[src/rtl/adder4bit_rr_seq_if.sv]
// adder4bit_rr_seq_if: requester, result and adder-slice signals of the round-robin adder sequencer
interface adder4bit_rr_seq_if #(parameter int NIBBLES = 4);
  localparam int W = 4 * NIBBLES;
  logic         req0_valid, req0_ready, req1_valid, req1_ready;
  logic [W-1:0] req0_a, req0_b, req1_a, req1_b;
  logic         res_valid, res_cout, res_id, res_ready;
  logic [W-1:0] res_sum;
  logic [3:0]   add_inA, add_inB, add_s;
  logic         add_cin, add_cout, busy;
  modport slave (
    input  req0_valid, req0_a, req0_b, req1_valid, req1_a, req1_b, res_ready, add_s, add_cout,
    output req0_ready, req1_ready, res_valid, res_sum, res_cout, res_id, add_inA, add_inB, add_cin, busy
  );
  modport master (
    output req0_valid, req0_a, req0_b, req1_valid, req1_a, req1_b, res_ready, add_s, add_cout,
    input  req0_ready, req1_ready, res_valid, res_sum, res_cout, res_id, add_inA, add_inB, add_cin, busy
  );
endinterface

[src/rtl/adder4bit_rr_seq.sv]
// adder4bit_rr_seq: round-robin sharing of one external 4-bit adder slice, nibble-serial LSB first
module adder4bit_rr_seq #(
  parameter int NIBBLES = 4
) (
  input logic clk,
  input logic rst,
  adder4bit_rr_seq_if.slave bus
);
  localparam int W  = 4 * NIBBLES;
  localparam int CW = NIBBLES > 1 ? $clog2(NIBBLES) : 1;
  typedef enum logic [1:0] {IDLE, CALC, DONE} state_t;
  state_t state, state_n;
  logic [W-1:0] a_reg, b_reg, sum_reg, a_sh, b_sh;
  logic carry_reg, id_reg, last_id, gnt_any, gnt_id, take, last, idle, calc, done;
  logic [CW-1:0] cnt;
  logic [CW+1:0] pos;
  always_comb begin
    idle = state == IDLE;
    calc = state == CALC;
    done = state == DONE;
    pos = {cnt, 2'b00};
    last = cnt == CW'(NIBBLES - 1);
    // on a tie the requester that did not own the previous result wins
    gnt_any = bus.req0_valid | bus.req1_valid;
    gnt_id = (bus.req0_valid & bus.req1_valid) ? ~last_id : bus.req1_valid;
    bus.req0_ready = idle & gnt_any & ~gnt_id;
    bus.req1_ready = idle & gnt_any & gnt_id;
    take = (bus.req0_valid & bus.req0_ready) | (bus.req1_valid & bus.req1_ready);
    state_n = idle ? (take ? CALC : IDLE) : calc ? (last ? DONE : CALC) : (bus.res_ready ? IDLE : DONE);
    a_sh = a_reg >> pos;
    b_sh = b_reg >> pos;
    bus.add_inA = calc ? a_sh[3:0] : 4'd0;
    bus.add_inB = calc ? b_sh[3:0] : 4'd0;
    bus.add_cin = calc & carry_reg;
    bus.res_valid = done;
    bus.res_sum = done ? sum_reg : '0;
    bus.res_cout = done & carry_reg;
    bus.res_id = done & id_reg;
    bus.busy = !idle;
  end
  always_ff @(posedge clk) begin
    if (rst) state <= IDLE;
    else state <= state_n;
  end
  always_ff @(posedge clk) begin
    if (rst) begin
      a_reg <= '0;
      b_reg <= '0;
      sum_reg <= '0;
      carry_reg <= 1'b0;
      cnt <= '0;
      id_reg <= 1'b0;
      last_id <= 1'b1;
    end else begin
      if (idle && take) begin
        a_reg <= gnt_id ? bus.req1_a : bus.req0_a;
        b_reg <= gnt_id ? bus.req1_b : bus.req0_b;
        id_reg <= gnt_id;
        sum_reg <= '0;
        carry_reg <= 1'b0;
        cnt <= '0;
      end
      // sum_reg starts cleared, so OR-ing each nibble into place is enough
      if (calc) begin
        sum_reg <= sum_reg | (W'(bus.add_s) << pos);
        carry_reg <= bus.add_cout;
        cnt <= last ? '0 : cnt + CW'(1);
      end
      if (done && bus.res_ready) last_id <= id_reg;
    end
  end
endmodule

[src/flat_wrapper.sv]
// flat-port wrapper written by rule: the top's interface ports become plain ports
module adder4bit_rr_seq_flat 
#(
  parameter int NIBBLES = 4
)
  (clk, rst, bus_req0_valid, bus_req0_a, bus_req0_b, bus_req1_valid, bus_req1_a, bus_req1_b, bus_res_ready, bus_add_s, bus_add_cout, bus_req0_ready, bus_req1_ready, bus_res_valid, bus_res_sum, bus_res_cout, bus_res_id, bus_add_inA, bus_add_inB, bus_add_cin, bus_busy);
  adder4bit_rr_seq_if #(.NIBBLES(NIBBLES)) bus_i ();
  input logic clk;
  input logic rst;
  input wire logic [$bits(bus_i.req0_valid)-1:0] bus_req0_valid;
  input wire logic [$bits(bus_i.req0_a)-1:0] bus_req0_a;
  input wire logic [$bits(bus_i.req0_b)-1:0] bus_req0_b;
  input wire logic [$bits(bus_i.req1_valid)-1:0] bus_req1_valid;
  input wire logic [$bits(bus_i.req1_a)-1:0] bus_req1_a;
  input wire logic [$bits(bus_i.req1_b)-1:0] bus_req1_b;
  input wire logic [$bits(bus_i.res_ready)-1:0] bus_res_ready;
  input wire logic [$bits(bus_i.add_s)-1:0] bus_add_s;
  input wire logic [$bits(bus_i.add_cout)-1:0] bus_add_cout;
  output wire logic [$bits(bus_i.req0_ready)-1:0] bus_req0_ready;
  output wire logic [$bits(bus_i.req1_ready)-1:0] bus_req1_ready;
  output wire logic [$bits(bus_i.res_valid)-1:0] bus_res_valid;
  output wire logic [$bits(bus_i.res_sum)-1:0] bus_res_sum;
  output wire logic [$bits(bus_i.res_cout)-1:0] bus_res_cout;
  output wire logic [$bits(bus_i.res_id)-1:0] bus_res_id;
  output wire logic [$bits(bus_i.add_inA)-1:0] bus_add_inA;
  output wire logic [$bits(bus_i.add_inB)-1:0] bus_add_inB;
  output wire logic [$bits(bus_i.add_cin)-1:0] bus_add_cin;
  output wire logic [$bits(bus_i.busy)-1:0] bus_busy;
  assign bus_i.req0_valid = bus_req0_valid;
  assign bus_i.req0_a = bus_req0_a;
  assign bus_i.req0_b = bus_req0_b;
  assign bus_i.req1_valid = bus_req1_valid;
  assign bus_i.req1_a = bus_req1_a;
  assign bus_i.req1_b = bus_req1_b;
  assign bus_i.res_ready = bus_res_ready;
  assign bus_i.add_s = bus_add_s;
  assign bus_i.add_cout = bus_add_cout;
  assign bus_req0_ready = bus_i.req0_ready;
  assign bus_req1_ready = bus_i.req1_ready;
  assign bus_res_valid = bus_i.res_valid;
  assign bus_res_sum = bus_i.res_sum;
  assign bus_res_cout = bus_i.res_cout;
  assign bus_res_id = bus_i.res_id;
  assign bus_add_inA = bus_i.add_inA;
  assign bus_add_inB = bus_i.add_inB;
  assign bus_add_cin = bus_i.add_cin;
  assign bus_busy = bus_i.busy;
  adder4bit_rr_seq #(.NIBBLES(NIBBLES)) u_core (.clk(clk), .rst(rst), .bus(bus_i));
endmodule
[config.mk]
export PLATFORM = sky130hd
export DESIGN_NAME = adder4bit_rr_seq_flat
export DESIGN_NICKNAME = d
export VERILOG_FILES = /design/src/rtl/adder4bit_rr_seq_if.sv /design/src/rtl/adder4bit_rr_seq.sv /design/src/flat_wrapper.sv
export SDC_FILE = /design/constraint.sdc
export NUM_CORES = 1
export LEC_CHECK = 0
export ABC_CLOCK_PERIOD_IN_PS = 1700
export CAP_MARGIN = 20
export CORE_UTILIZATION = 40
export DETAILED_ROUTE_END_ITERATION = 12
export GPL_ROUTABILITY_DRIVEN = 0
export GPL_TIMING_DRIVEN = 0
export PLACE_DENSITY = 0.8
export SETUP_SLACK_MARGIN = 0.05
export SYNTH_ARGS = -nofsm -noshare
export SYNTH_HDL_FRONTEND = slang
export SYNTH_SLANG_ARGS = --single-unit
[constraint.sdc]
create_clock -name clk -period 1.7 [get_ports clk]
set_clock_uncertainty 0.15 [all_clocks]
set_input_delay 0.34 -clock clk [delete_from_list [all_inputs] [get_ports clk]]
set_output_delay 0.34 -clock clk [all_outputs]
set_load 0.01 [all_outputs]
==> flow_summary.yaml, run 1 <==
run_status:
  status: "finished with violations"
  violations: "setup timing"
setup_path:
  cp.required_ns: 1.21
  slowest_delay_ns: 0.49
  path_cells: "buf_6 -> buf_12 -> mux4_2 -> and2_4 -> buf_6"
  start_kind: "register"
  crit_slowest_cell: "mux4_2"
  cp_num_buf_inv: 3
  path_max_fanout: 5
  crit_type: "register to output port"
  critPathTopFamily: "multiplexers"
  worstPathArrival_ns: 1.65
  critPathMostFrequentCell: "buf_6"
  end_kind: "output port"
layout:
  multi_input_area_um2: 1720
  fin_util_pct: 70.5
  drive_gt1_share_pct: 34.2
  area_growth_pct: 68.4
  seq_area_um2: 1110
  fin_area_um2: 4810
  final_nets: 559
  fillers: 486
  diodes: 0
timing:
  min_period_over_period_pct: 126
  min_period_ns: 2.14
  fin_setup_tns_ns: -6.87
  clock.fmax_mhz: 468
  finalSetupViolations: 29
  tightest_slew_ns: 0.517
  finalHoldViolations: 0
  rsz0062_at_grt: "yes"
  slew_headroom_pct: 65.5
  layout_setup_ws_ns: -0.438
  slew_viol_final: 0
routing:
  wire_per_inst_um: 18.6
  via_count: 3455
  drc: 0
  wl_um: 10800
  vias_per_cell: 5.97
  antenna_left: 0
  firstDrtPassIters: 5
  drt_iter0_drc: 323
synthesis:
  syn_avg_cell_area_um2: 8.36
  seq_area_frac_synth_pct: 38.5
  syn_inst: 342
  synthArstFlopShare_pct: 0
  yosys-top-cells-count: "dfxtp_1, nand3_1, o21ai_1"
  synth_ff_type: "dfxtp_1"
  synth_edf_count: 0
  synthDistinctLibCells: 33
  netlist_area_um2: 2860
  synth_area_leaders: "dfxtp_1, a31oi_1, nand4_1"
  yosys_warnings: 0
  synth_seq_cells: 55
  synth_nets: 417
  yosys.cell_count.top_type: "dfxtp_1"
  synth_top_cell_by_area: "dfxtp_1"
  synth_top_cell_area_share_pct: 38.5
clock_tree:
  cts_made_buffers: 5
  clock-root-buffer: "clkbuf_8"
  clock_latency_ns: 0.32
  hold_buffers: 0
  path_clk_slew_ns: 0.10
  cts_buffer_depth: 2
  cts.sinks: 55
  cts_htree_levels: 2
  cts_tree: "done"
die:
  die_y_um: 86.5
  fp.dieArea_um2: 7490
  pin_count: 105
  start_util_pct: 41.8
  die_width_um: 86.5
  core_um2: 6830
  num_rows: 30
job:
  drv_cap: 0
global_routing:
  grt_max_degree: 16
  grtUsageTotal_pct: 27.2
  globalRouteOverflowTotal: 0
  grt_pass1_vias: 3169
  antenna_found_initial: 0
  grt_first_pass_wirelength_um: 15800
min_path:
  hold_path.class: "input pin to register"
placed_design:
  hpwlAfterDp_um: 6420
  place_area_um2: 4010
  port_buffers: 102
power:
  p_leak_nw: 1.80
  irDropWorstVdd_mv: 0.349
  power.density_nw_per_um2: 624
[path summary, 6_finish.rpt]
kind	from	to	slack, ns	cells past startpoint
worst max-delay path	u_core.cnt[0]$_SDFFE_PP0P_	bus_add_inA[2]	-0.44	5
worst min register to register	u_core.sum_reg[5]$_SDFFE_PP0P_	u_core.sum_reg[5]$_SDFFE_PP0P_	0.34	2
worst min-delay path	bus_req1_valid	u_core.a_reg[1]$_SDFFE_PP0P_	0.26	3
worst max register to register	u_core.state[1]$_SDFF_PP0_	u_core.b_reg[9]$_SDFFE_PP0P_	0.01	7
[cell families (layout without fill, tap and decap cells)]
| logic type | after synthesis | in the layout | synth area share, % |
|---|---|---|---|
| AND/OR/NAND/NOR | 127 | 127 | 26.5 |
| AO/OA/AOI/OAI | 108 | 108 | 21.0 |
| flip-flops | 55 | 55 | 38.5 |
| buffers and inverters | 43 | 184 | 7.31 |
| multiplexers | 8 | 8 | 6.30 |
| adder cells (fa/ha/maj) | 1 | 1 | 0.438 |
[stage by stage]
step	setup WS, ns	instances	power (mW)	hold WS, ns
CTS	-0.440	572	2.85	0.257
global route	-0.486	579	3.10	0.288
floorplan	-0.0152	342	1.77	0.295
global placement	-1.08	540	2.08	0.306
finish	-0.438	579	3.00	0.264
detailed placement	-1.09	540	2.09	0.318
[per-layer routing]
layer / wire length, µm / track usage [%] / up-vias
met2: 5320 / 46.2 / 236
met4: 339 / 8.33 / 0
met1: 4150 / 35.1 / 1621
met3: 946 / 4.95 / 38
met5: 0 / 0 / -
li1: - / - / 1560
[cell usage in the layout (no fill, tap or decap), drive strengths merged, types with 4 or more instances in the layout]
cell type,synthesis,final
a31oi,32,32
nand2,19,19
nand4,32,32
mux4,8,8
clkbuf,18,22
a21oi,21,21
o21ai,49,49
and2,27,27
nor2,4,4
buf,23,88
dfxtp,55,55
clkdlybuf4s50,0,70
nand3,33,33
[where the power goes]
part / internal, mW / switching [mW]
Clock: 0.275 / 0.420
Combinational: 0.490 / 0.396
Sequential: 1.37 / 0.0558
Total: 2.13 / 0.871
[tightest hold or removal path, cell delays in order]
cell	delay (ns)
buf_2	0.18
nand4_1	0.09
a31oi_1	0.07
[cell type report]
cell class	instances	share of cell area [%]
well taps	96	2.50
repair buffers	140	30.7
clock inverters	1	0.156
plain buffers	36	6.06
flip-flops and latches	55	23.1
multi-input cells	244	35.7
clock buffers	5	1.43
inverters	2	0.312
[timing repair]
action | in CTS | in global routing
buffers inserted | 26 | 11
resized for setup | 208 | 86
cloned | 1 | 3
setup endpoints to repair | 64 | 74
pin swaps | 23 | 37
Power figures use the tool's default switching activity.
==> run 2: changes to the inputs <==
HOLD_SLACK_MARGIN = 0.12   (was unset)
PLACE_DENSITY = 0.73   (was 0.8)
==> run 2 against run 1 <==
The flow still finishes with violations (setup timing). First-iteration DRC count is 25% lower. Flip-flop and latch count stayed put. Combinational power is 10% higher. Register-to-register slack worse by 0.21 ns. Hold slack better by 0.027 ns. Final area is 6.0% higher. Clock power is 4.2% higher. Utilization is 4.2 points higher.
==> flow_summary.yaml, run 2 (synthesis results as in run 1) <==
die:
  pin_count: 105
  start_util_pct: 41.8
  num_rows: 30
  die_width_um: 86.5
  fp.dieArea_um2: 7490
  die_y_um: 86.5
  core_um2: 6830
layout:
  final_nets: 569
  fin_util_pct: 74.7
  fillers: 464
  diodes: 0
  layout_common_cells: "clkdlybuf4s50_1, buf_6, dfxtp_1"
  final_common_cell: "clkdlybuf4s50_1"
  area_growth_pct: 78.5
  drive_gt1_share_pct: 39.0
run_status:
  violations: "setup timing"
  status: "finished with violations"
placed_design:
  port_buffers: 102
  hpwlAfterDp_um: 6710
clock_tree:
  cts_made_buffers: 5
  clock_latency_ns: 0.32
  cts_buffer_depth: 2
  clock-root-buffer: "clkbuf_8"
  cts.sinks: 55
  cts_tree: "done"
  hold_buffers: 0
  path_clk_slew_ns: 0.10
  cts_htree_levels: 2
routing:
  via_count: 3532
  drc: 0
  vias_per_cell: 5.98
  antenna_left: 0
  firstDrtPassIters: 5
  drt_iter0_drc: 241
  wire_per_inst_um: 19.6
  wl_um: 11600
setup_path:
  worstPathArrival_ns: 1.71
  cp.required_ns: 1.21
  crit_type: "register to output port"
  path_max_fanout: 6
  crit_slowest_cell: "mux4_2"
  slowest_delay_ns: 0.51
  path_cells: "buf_6 -> buf_12 -> mux4_2 -> and2_4 -> buf_6"
  start_kind: "register"
  r2r_slack_ns: -0.20
  r2r-start: "u_core.state[1]$_SDFF_PP0_"
  timing.rr.end: "u_core.a_reg[7]$_SDFFE_PP0P_"
  r2r_cells: 9
  critPathMostFrequentCell: "buf_6"
  end_kind: "output port"
min_path:
  hold_path.class: "input pin to register"
  worstHoldStart: "bus_req1_valid"
  hold_depth: 3
  min_to: "u_core.a_reg[2]$_SDFFE_PP0P_"
timing:
  rsz0062_at_grt: "yes"
  fin_setup_tns_ns: -12.06
  layout_setup_ws_ns: -0.498
  finalHoldViolations: 0
  slew_viol_final: 0
  clock.fmax_mhz: 455
  finalSetupViolations: 60
  min_period_ns: 2.20
  slew_headroom_pct: 55.5
  min_period_over_period_pct: 129
  tightest_slew_ns: 0.668
global_routing:
  globalRouteOverflowTotal: 0
  grtUsageTotal_pct: 27.8
  antenna_found_initial: 0
  grt_first_pass_wirelength_um: 16000
  grt_max_degree: 17
  grt_pass1_vias: 3297
power:
  irDropWorstVdd_mv: 0.295
  p_leak_nw: 1.90
  power.density_nw_per_um2: 611
job:
  drv_cap: 0
==> run 2: cell types whose count changed in the layout (fill, tap and decap cells not counted), moves of 2 or more <==
cell,change
buf_12,+4
clkbuf_16,+2
o21ai_4,+5
dfxtp_4,-2
nand3_1,-5
nand3_2,+5
o21ai_1,-7
buf_4,-2
o21ai_2,+3
a21oi_2,+5
dfxtp_2,+2
buf_6,+4
a21oi_1,-5
==> run 2: cell type report <==
class	instances	area (µm²)	share of cell area [%]
buffer	38	327	6.40
clock buffer	6	72.6	1.42
timing repair buffer	148	1620	31.8
tap	96	120	2.35
sequential	55	1110	21.7
inverter	2	15.0	0.294
multi-input combinational	244	1830	35.8
clock inverter	2	12.5	0.245
==> run 2: routing by layer <==
metal / up-vias / track usage (%) / share of wire [%] / wire length, µm
met3: 36 / 4.38 / 6.8 / 790
met4: 0 / 11.1 / 3.6 / 415
met1: 1710 / 35.6 / 40 / 4620
li1: 1589 / - / - / -
met2: 197 / 47.1 / 50 / 5740
met5: - / 0 / 0 / 0
==> run 2: worst max path at each step <==
stage                                           from             end  cells after the start
after CTS                 u_core.cnt[0]$_SDFFE_PP0P_  bus_add_inA[2]                      5
after floorplan           u_core.cnt[0]$_SDFFE_PP0P_  bus_add_inA[0]                      4
after global placement                bus_req0_valid  bus_req1_ready                      6
after global routing      u_core.cnt[0]$_SDFFE_PP0P_  bus_add_inA[1]                      5
after detailed placement              bus_req0_valid  bus_req1_ready                      6
final                     u_core.cnt[0]$_SDFFE_PP0P_  bus_add_inA[1]                      5
==> run 2: through the flow <==
step / total power [mW] / cells / cell area, µm² / setup WS [ns] / hold slack, ns
global placement: 2.08 / 540 / 4010 / -1.11 / 0.305
floorplan: 1.77 / 342 / 2870 / -0.0152 / 0.295
global route: 3.22 / 591 / 5100 / -0.525 / 0.317
detailed placement: 2.09 / 540 / 4010 / -1.12 / 0.319
finish: 3.12 / 591 / 5100 / -0.498 / 0.291
CTS: 2.90 / 578 / 4530 / -0.459 / 0.284
==> run 2: report_power, final <==
| part | internal [mW] | switching, mW |
|---|---|---|
| combinational | 0.540 | 0.436 |
| clock | 0.289 | 0.435 |
| sequential | 1.37 | 0.0526 |
==> run 2: repair_timing <==
item	CTS	global route
pin swaps	19	44
setup buffers	29	13
endpoints found under the setup margin	64	74
cloned	2	6
resized for setup	211	116
==> run 2: critical path: cells and delay by family, from the launching register on <==
family / cells / cell delay (ns)
buffers and inverters: 3 / 0.36
AND/OR/NAND/NOR: 1 / 0.16
multiplexers: 1 / 0.51
flip-flops: 1 / 0.36
==> run 3: changes to the inputs <==
GPL_TIMING_DRIVEN = unset   (was 0)
==> run 3 against run 2 <==
The run still ends with setup timing left. Utilization rose by 1.9 points. Final area up 2.6%. Via count down 0.31%. Critical endpoint is now bus_add_inA[0].
==> flow_summary.yaml, run 3 (synthesis results as in run 1) <==
setup_path:
  end_kind: "output port"
  worstPathArrival_ns: 1.61
  timing.rr.end: "u_core.sum_reg[14]$_SDFFE_PP0P_"
  path_max_fanout: 4
  r2r-start: "u_core.state[1]$_SDFF_PP0_"
  start_kind: "register"
  r2r_cells: 11
  r2r_slack_ns: -0.21
  cp.required_ns: 1.21
  critical_path.endpoint: "bus_add_inA[0]"
  crit_type: "register to output port"
  startpoint: "u_core.cnt[0]$_SDFFE_PP0P_"
layout:
  fin_area_um2: 5240
  final_nets: 557
  final_common_cell: "clkdlybuf4s50_1"
  area_growth_pct: 83.2
  layout_common_cells: "clkdlybuf4s50_1, dfxtp_1, buf_6"
  drive_gt1_share_pct: 44.7
  fin_util_pct: 76.6
  diodes: 0
timing:
  layout_setup_ws_ns: -0.405
  slew_headroom_pct: 65.9
  min_period_over_period_pct: 124
  tightest_slew_ns: 0.511
  min_period_ns: 2.10
  clock.fmax_mhz: 475
  fin_setup_tns_ns: -9.46
  finalHoldViolations: 0
  finalSetupViolations: 73
  rsz0062_at_grt: "yes"
  slew_viol_final: 0
placed_design:
  place_area_um2: 4120
  port_buffers: 104
  pre_cts_slack_ns: -0.542
  hpwlAfterDp_um: 6330
power:
  irDropWorstVdd_mv: 0.303
  p_leak_nw: 1.91
  power.density_nw_per_um2: 659
  power_mw: 3.45
die:
  die_y_um: 86.5
  num_rows: 30
  start_util_pct: 41.8
  pin_count: 105
  fp.dieArea_um2: 7490
  core_um2: 6830
  die_width_um: 86.5
routing:
  firstDrtPassIters: 5
  drt_iter0_drc: 216
  antenna_left: 0
  via_count: 3521
  vias_per_cell: 6.08
  wire_per_inst_um: 21.3
  wl_um: 12300
  drc: 0
run_status:
  violations: "setup timing"
  status: "finished with violations"
global_routing:
  grt_pass1_vias: 3536
  grt_first_pass_wirelength_um: 18500
  grtUsageTotal_pct: 32.9
  antenna_found_initial: 0
  grt_max_degree: 34
  globalRouteOverflowTotal: 0
clock_tree:
  cts_made_buffers: 5
  cts.sinks: 55
  cts_buffer_depth: 2
  cts_tree: "done"
  path_clk_slew_ns: 0.11
  clock_latency_ns: 0.32
  cts_htree_levels: 2
  clock-root-buffer: "clkbuf_8"
min_path:
  hold_path.class: "register to register"
  hold_depth: 2
  worstHoldStart: "u_core.sum_reg[6]$_SDFFE_PP0P_"
job:
  drv_cap: 0
[run 3: changes by cell type in the layout (fill, tap and decap cells not counted), sizes merged]
cell / previous run / this run
clkbuf: 24 / 6
bufinv: 0 / 1
clkdlybuf4s50: 70 / 71
clkinvlp: 1 / 0
buf: 97 / 102
[run 3: timing repair]
item,in CTS,in global routing
hold buffers,0,0
pin swaps,104,35
gates cloned,9,0
buffers inserted,33,11
setup endpoints to repair,84,85
resized for setup,278,50
[run 3: worst min path at each step]
stage	endpoint	slack (ns)
final	u_core.sum_reg[6]$_SDFFE_PP0P_	0.32
after global routing	u_core.sum_reg[6]$_SDFFE_PP0P_	0.35
after CTS	u_core.sum_reg[0]$_SDFFE_PP0P_	0.32
after detailed placement	u_core.sum_reg[6]$_SDFFE_PP0P_	0.32
after global placement	u_core.sum_reg[6]$_SDFFE_PP0P_	0.31
after floorplan	u_core.sum_reg[10]$_SDFFE_PP0P_	0.29
[run 3: power by group]
| group | leakage (nW) | total [mW] | switching (mW) | internal, mW |
|---|---|---|---|---|
| Combinational | 1.40 | 1.08 | 0.479 | 0.598 |
| Sequential | 0.452 | 1.44 | 0.0760 | 1.37 |
| Clock | 0.0612 | 0.929 | 0.451 | 0.478 |
[run 3: per-layer routing]
metal  global-route usage [%]  routed length [µm]
met5                        0                   0
met1                     38.2                4740
met2                     57.6                6320
met3                     6.67                 824
met4                     16.5                 460
[run 3: per-stage QoR]
stage / std cells / hold WS (ns)
floorplan: 342 / 0.295
global placement: 533 / 0.306
detailed placement: 533 / 0.316
CTS: 582 / 0.315
global route: 579 / 0.348
finish: 579 / 0.318
[run 3: critical path, stage by stage (launching register included)]
cell and delay, ns:
dfxtp_4 0.39, buf_8 0.14, mux4_2 0.50, and2_4 0.15
buf_6 0.11
[run 3: layout make-up]
class / instances / area [µm²]
clock buffer: 6 / 82.6
clock inverter: 2 / 35.0
multi-input combinational: 244 / 1940
timing repair buffer: 174 / 1940
sequential: 55 / 1110
tap: 96 / 120
inverter: 2 / 10.0
fill: 453 / 1600
